===== config.mk =====
export PLATFORM = sky130hd
export DESIGN_NAME = ntt_butterfly
export DESIGN_NICKNAME = d
export VERILOG_FILES = /design/src/rtl/ntt_butterfly.sv
export SDC_FILE = /design/constraint.sdc
export NUM_CORES = 1
export LEC_CHECK = 0
export BUFFER_PORTS_ARGS = -buffer_cell sky130_fd_sc_hd__buf_2
export CAP_MARGIN = 40
export CORE_MARGIN = 8
export CORE_UTILIZATION = 57
export DETAILED_ROUTE_END_ITERATION = 10
export MAX_ROUTING_LAYER = met4
export PLACE_DENSITY = 0.74
export RECOVER_POWER = 25
export SLEW_MARGIN = 0
export SYNTH_ARGS = -nofsm -noshare
export SYNTH_HDL_FRONTEND = slang
export SYNTH_SLANG_ARGS = --single-unit

===== constraint.sdc =====
create_clock -name clk -period 8.76 [get_ports clk]
set_input_delay 1.314 -clock clk [delete_from_list [all_inputs] [get_ports clk]]
set_output_delay 1.314 -clock clk [all_outputs]
set_load 0.02 [all_outputs]

===== src/rtl/ntt_butterfly.sv =====
// ntt_butterfly: radix-2 NTT/INTT butterfly around one Montgomery multiplier.
//
// Contents (package first, then the multiplier, then the top):
//   ntt_pkg       - modulus constants (DATA_WIDTH, Q, Q_M, Q_K)
//   mo_mul        - pipelined Montgomery multiplier, res = a*b*2^-Q_K mod Q
//   ntt_butterfly - Cooley-Tukey (mode 0) / Gentleman-Sande (mode 1) butterfly
//
// ntt_butterfly ports:
//   clk        system clock
//   rst        asynchronous active-high reset
//   in_valid   operand set valid this cycle (no backpressure)
//   in_mode    0 = CT (forward NTT), 1 = GS (inverse NTT)
//   in_a/in_b  upper/lower coefficient, 0..Q-1
//   in_w       twiddle in Montgomery form (w*2^DATA_WIDTH mod Q), 0..Q-1
//   out_valid  result valid, exactly MUL_LAT+1 cycles after in_valid
//   out_mode   mode of the emerging result
//   out_x/y    results, 0..Q-1; held between valid results
//
// Optional build macro BFLY_DIV2_EN: in GS mode both outputs are halved mod Q
// in the final register stage (folds the INTT 1/2 scaling into each stage).
// Latency is unchanged and CT mode is unaffected.

package ntt_pkg;
  localparam int unsigned DATA_WIDTH = 12;
  localparam int unsigned Q          = 3329;
  // -Q^-1 mod 2^Q_K, used for the Montgomery quotient
  localparam int unsigned Q_M        = 3327;
  // Montgomery radix exponent, R = 2^Q_K
  localparam int unsigned Q_K        = 12;
endpackage

// mo_mul: Montgomery product res = a*b*R^-1 mod Q with a lazy final reduction,
// so res may equal Q exactly (never more). The operand flops live in the
// caller, so MUL_LAT counts the caller's operand register plus MUL_LAT-1
// internal stages here. MUL_LAT must be at least 4.
//   clk  clock
//   a/b  operands, 0..Q-1
//   res  product, 0..Q
module mo_mul
  import ntt_pkg::*;
#(
  parameter int unsigned MUL_LAT = 6
) (
  input  logic                  clk,
  input  logic [DATA_WIDTH-1:0] a,
  input  logic [DATA_WIDTH-1:0] b,
  output logic [DATA_WIDTH-1:0] res
);

  localparam int unsigned W   = DATA_WIDTH;
  localparam int unsigned PW  = 2 * W;
  localparam int unsigned SW  = 2 * W + 1;
  localparam int unsigned TW  = W + 1;
  localparam int unsigned Pad = MUL_LAT - 4;

  localparam logic [W-1:0]  QmW = W'(Q_M);
  localparam logic [SW-1:0] QS  = SW'(Q);
  localparam logic [TW-1:0] QT  = TW'(Q);

  logic [PW-1:0] prod_q;
  logic [PW-1:0] prod2_q;
  logic [W-1:0]  m_q;
  logic [SW-1:0] sum;
  logic [TW-1:0] t;
  logic [TW-1:0] lazy;
  logic [W-1:0]  r_q;

  // Stage A: full product. Stage B: quotient m = (p mod R) * Q_M mod R.
  always_ff @(posedge clk) begin
    prod_q  <= PW'(a) * PW'(b);
    prod2_q <= prod_q;
    m_q     <= prod_q[W-1:0] * QmW;
  end

  // Stage C: t = (p + m*Q) / R, exact division since the low bits cancel.
  // t < 2Q, so one subtraction when t > Q leaves 0..Q.
  always_comb begin
    sum  = SW'(prod2_q) + SW'(m_q) * QS;
    t    = TW'(sum >> Q_K);
    lazy = (t > QT) ? (t - QT) : t;
  end

  always_ff @(posedge clk) begin
    r_q <= W'(lazy);
  end

  if (Pad == 0) begin : g_nopad
    assign res = r_q;
  end else begin : g_pad
    logic [W-1:0] pad_q [Pad];
    always_ff @(posedge clk) begin
      pad_q[0] <= r_q;
      for (int i = 1; i < Pad; i++) begin
        pad_q[i] <= pad_q[i-1];
      end
    end
    assign res = pad_q[Pad-1];
  end

endmodule

module ntt_butterfly
  import ntt_pkg::*;
#(
  parameter int unsigned MUL_LAT = 6
) (
  input  logic                  clk,
  input  logic                  rst,
  input  logic                  in_valid,
  input  logic                  in_mode,
  input  logic [DATA_WIDTH-1:0] in_a,
  input  logic [DATA_WIDTH-1:0] in_b,
  input  logic [DATA_WIDTH-1:0] in_w,
  output logic                  out_valid,
  output logic                  out_mode,
  output logic [DATA_WIDTH-1:0] out_x,
  output logic [DATA_WIDTH-1:0] out_y
);

  localparam int unsigned W  = DATA_WIDTH;
  localparam int unsigned TW = W + 1;
  localparam logic [TW-1:0] QT = TW'(Q);

  // Modular helpers: operands in 0..Q-1, one W+1 bit op plus one correction.
  function automatic logic [W-1:0] add_mod(input logic [W-1:0] x, input logic [W-1:0] y);
    logic [TW-1:0] s;
    s = TW'(x) + TW'(y);
    return (s >= QT) ? W'(s - QT) : W'(s);
  endfunction

  // |x-y| < Q < 2^W, so bit W of the difference is the borrow.
  function automatic logic [W-1:0] sub_mod(input logic [W-1:0] x, input logic [W-1:0] y);
    logic [TW-1:0] d;
    d = TW'(x) - TW'(y);
    return d[W] ? W'(d + QT) : W'(d);
  endfunction

  // Folds a lazy multiplier result of exactly Q (or anything >= Q) back below Q.
  function automatic logic [W-1:0] norm(input logic [W-1:0] v);
    return (TW'(v) >= QT) ? W'(TW'(v) - QT) : v;
  endfunction

`ifdef BFLY_DIV2_EN
  // v/2 mod Q: odd values become even after adding the (odd) modulus.
  function automatic logic [W-1:0] halve(input logic [W-1:0] v);
    return v[0] ? W'((TW'(v) + QT) >> 1) : (v >> 1);
  endfunction
`endif

  // Control pipeline: index k holds the op that entered k cycles ago.
  logic [MUL_LAT:1] vld_q;
  logic [MUL_LAT:1] mode_q;

  always_ff @(posedge clk or posedge rst) begin
    if (rst) begin
      vld_q  <= '0;
      mode_q <= '0;
    end else begin
      vld_q  <= {vld_q[MUL_LAT-1:1], in_valid};
      mode_q <= {mode_q[MUL_LAT-1:1], in_mode};
    end
  end

  // Stage 1: both modes are prepared; the stage-1 mode picks which pair is used.
  logic [W-1:0] a1_q;
  logic [W-1:0] b1_q;
  logic [W-1:0] w1_q;
  logic [W-1:0] s1_q;
  logic [W-1:0] d1_q;

  always_ff @(posedge clk) begin
    a1_q <= in_a;
    b1_q <= in_b;
    w1_q <= in_w;
    s1_q <= add_mod(in_a, in_b);
    d1_q <= sub_mod(in_a, in_b);
  end

  logic [W-1:0] mul_op;
  logic [W-1:0] pass;
  logic [W-1:0] mul_res;

  always_comb begin
    mul_op = mode_q[1] ? d1_q : b1_q;
    pass   = mode_q[1] ? s1_q : a1_q;
  end

  mo_mul #(
    .MUL_LAT(MUL_LAT)
  ) u_mo_mul (
    .clk(clk),
    .a  (mul_op),
    .b  (w1_q),
    .res(mul_res)
  );

  // Upper operand (a for CT, s for GS) delayed to meet the multiplier result.
  logic [W-1:0] dl_q [MUL_LAT-1];

  always_ff @(posedge clk) begin
    dl_q[0] <= pass;
    for (int i = 1; i < MUL_LAT - 1; i++) begin
      dl_q[i] <= dl_q[i-1];
    end
  end

  // Final stage, selected by the mode that travelled alongside the data.
  logic [W-1:0] upper;
  logic [W-1:0] t_n;
  logic [W-1:0] ct_x;
  logic [W-1:0] ct_y;
  logic [W-1:0] gs_x;
  logic [W-1:0] gs_y;
  logic [W-1:0] x_d;
  logic [W-1:0] y_d;

  always_comb begin
    upper = dl_q[MUL_LAT-2];
    t_n   = norm(mul_res);
    ct_x  = add_mod(upper, t_n);
    ct_y  = sub_mod(upper, t_n);
`ifdef BFLY_DIV2_EN
    gs_x  = halve(upper);
    gs_y  = halve(t_n);
`else
    gs_x  = upper;
    gs_y  = t_n;
`endif
    x_d   = mode_q[MUL_LAT] ? gs_x : ct_x;
    y_d   = mode_q[MUL_LAT] ? gs_y : ct_y;
  end

  always_ff @(posedge clk or posedge rst) begin
    if (rst) begin
      out_valid <= 1'b0;
      out_mode  <= 1'b0;
      out_x     <= '0;
      out_y     <= '0;
    end else begin
      out_valid <= vld_q[MUL_LAT];
      if (vld_q[MUL_LAT]) begin
        out_mode <= mode_q[MUL_LAT];
        out_x    <= x_d;
        out_y    <= y_d;
      end
    end
  end

endmodule


==> impl_metrics.ini <==
[synthesis]
yosys-top-cells-area = dfxtp_1 (24%), fa_1 (18%), ha_1 (17%)
syn_nets = 2281
syn_area_sq_um = 18100
synth_cell_types = 70
synth_seq_area_share_pct = 29.0
ys_seq_elements = 253
synth_top_cell_by_area = dfxtp_1
synth_top_area_share_pct = 23.8
synth_ff_type = dfxtp_1
synth_edf_count = 0
yosysWarnings = 0
synth-async-reset-ratio_pct = 15.0
syn_avg_cell_area_sq_um = 9.86
synthCells = 1837

[setup_path]
cp_max_fo = 14
max_stage_delay_ns = 0.79
worstSetupEndpointType = flip-flop
reg2reg_from = mode_q[1]
worstPathRequired_ns = 9.15
cpMostUsedCell = fa_1
critPathBufInv = 3
critical_path_class = reg -> reg
cp_top_family = adder cells
worstSetupStartpoint = mode_q[1]
path_cells = mux2_2 > nand2_1 > fa_1 > inv_1 > ha_1 > fa_1 > inv_1 > fa_1 > fa_1 > inv_1 > ha_1 > o21ai_0 > a21boi_0 > o21ai_0 > a21boi_0 > o21a_1 > o21a_1 > o31a_1 > or4_1 > a31o_2 > o41ai_1 > xnor2_1
critPathLaunchType = flip-flop
slowest_stage = dfrtp_1
arrival_ns = 7.24

[timing]
hold_viol = 0
fin_worst_skew_ns = 0.0255
min_period_ns = 6.84
min_period_over_period_pct = 78.1
max_freq_mhz = 146
worst_pin_slew_ns = 0.859
fin_tns_setup_ns = 0
maxSlewHeadroom_pct = 42.7
rsz0062_at_grt = false
setup_viol = 0
setup_slack_ns = 1.92
slew_viol_final = 0

[routing]
dr.pass1.iters = 5
via_count = 12100
drt_iter0_drc = 487
viasPerCell = 5.26
routed_wirelength_um = 34800
wl_per_cell_um = 15.1
drc = 0
ant_nets = 0

[clock_tree]
clk_latency_ns = 0.55
cts.clk_slew.worst_paths_ns = 0.06
htreeDepth = 1
cts_buffer_depth = 3
cts_tree = yes
cts_resized = 0
post_cts_buffers = 0
clock-sinks = 253
numCtsBuffers = 26
cts_root_buf = clkbuf_16
hold_buffers = 0

[die]
die-area_sq_um = 37700
ios = 66
fp.dieH_um = 194
die_width_um = 194
row_count = 65
start_util_pct = 57.7
coreArea_sq_um = 31400

[placement]
hpwl_um = 28100
gp_congestion = 0.905
port_buffers = 65
pre_cts_slack_ns = 1.99

[hold_path]
hp-class = reg -> reg
hp-start = dl_q[0][12]

[cells_and_area]
nets = 2330
area.growth.synth_to_final_pct = 8.78
drive_above_1_share_pct = 8.24
n_antenna_cell = 0
nFillCells = 2536
final_common_cell = inv_1
final_cell_mix = inv_1 (310), ha_1 (245), dfxtp_1 (215)
multi_input_area_sq_um = 11500
seq_area_sq_um = 5260

[global_routing]
grt_pass1_wl_um = 59500
grt_max_degree = 39
grt_use_total_pct = 19.1
antenna_found_initial = 0
gr-total-overflow = 0
grt_pass1_vias = 12700

[run]
maxCapViolCount = 0

[status]
status = complete, no violations
## flip-flops by register name (all words and copies together) (netlist names)
name	cells
dl_q	60
u_mo_mul.m_q	11
vld_q	6
u_mo_mul.r_q	12
out_y	12
b1_q	12
u_mo_mul.prod_q	24
w1_q	12
out_valid	1
out_x	12
out_mode	1
mode_q	6
u_mo_mul.g_pad.pad_q	24
d1_q	12
a1_q	12
s1_q	12
u_mo_mul.prod2_q	24
## routing by layer
metal  wire, um  part of all wire (%)  track usage, %  vias to the layer above
met2      17400                    50            33.8                      238
met4        660                   1.9            4.84                        0
li1           -                     -               -                     6038
met5          0                     0               -                        -
met1      15600                    45            23.0                     5809
met3       1180                   3.4            2.00                       54
## final cells by class
class | instances | area share (%)
sequential | 253 | 26.7
inverter | 310 | 5.91
clock inverter | 10 | 0.832
tap | 402 | 2.55
clock buffer | 37 | 3.82
multi-input combinational | 1224 | 58.3
timing repair buffer | 71 | 1.87
## cell usage after synthesis, types with 4 or more instances
cell type    n
nor2b_1     17
a22oi_1      9
ha_1       245
a211oi_1    11
mux2i_1      7
xnor2_1     97
clkbuf_1    44
a21oi_1     74
fa_1       159
o21ai_1      7
a21boi_0     7
and3_1      10
nand4_1      6
nor3_1      23
or2_2        5
a21o_1      11
nand2b_1    17
and2_1      51
mux2_2      25
nand2_1    149
o31a_1       4
xor2_1      41
or3_1        9
dfrtp_1     38
nor4_1       4
or4_1        5
o211ai_1     6
nand3_1     20
nor2_1      51
o21bai_1    25
inv_1      310
dfxtp_1    215
a221o_1      5
o21a_1      16
o21ai_0     61
## worst paths after layout
path | end | depth (start not counted) | slack [ns]
setup reg to reg | u_mo_mul.prod_q[22] | 22 | 1.92
min in group asynchronous | mode_q[1] | 3 | 0.89
hold reg to reg | dl_q[0][24] | 0 | 0.32
hold / removal | dl_q[0][24] | 0 | 0.32
max in group asynchronous | mode_q[4] | 3 | 7.49
setup / recovery | u_mo_mul.prod_q[22] | 22 | 1.92
## per-stage QoR
stage          hold slack, ns  cells  area [sq um]  utilization (%)
2_1_floorplan           0.310   1837         18100                -
6_report                0.321   2307         19700             62.7
4_1_cts                 0.318   2307         19700             62.7
3_3_place_gp            0.310   2259         18800             59.8
5_1_grt                 0.324   2307         19700             62.7
3_5_place_dp            0.312   2260         18800             59.8
## logic make-up (layout without fill, tap and decap cells)
logic type | Yosys count | in the layout | share of synthesized area [%]
muxes | 32 | 32 | 1.94
xor gates and xnor gates | 138 | 138 | 6.68
and+or+nand+nor | 377 | 377 | 10.1
AOI/OAI and AO/OA | 273 | 273 | 10.2
DFF | 253 | 253 | 29.0
adders and majority gates | 404 | 404 | 34.5
buffers and inverters | 360 | 428 | 7.53
Power is left out: the tool's default activity adds up to more than one toggle a clock period on the data nets, which glitch-free logic cannot reach.
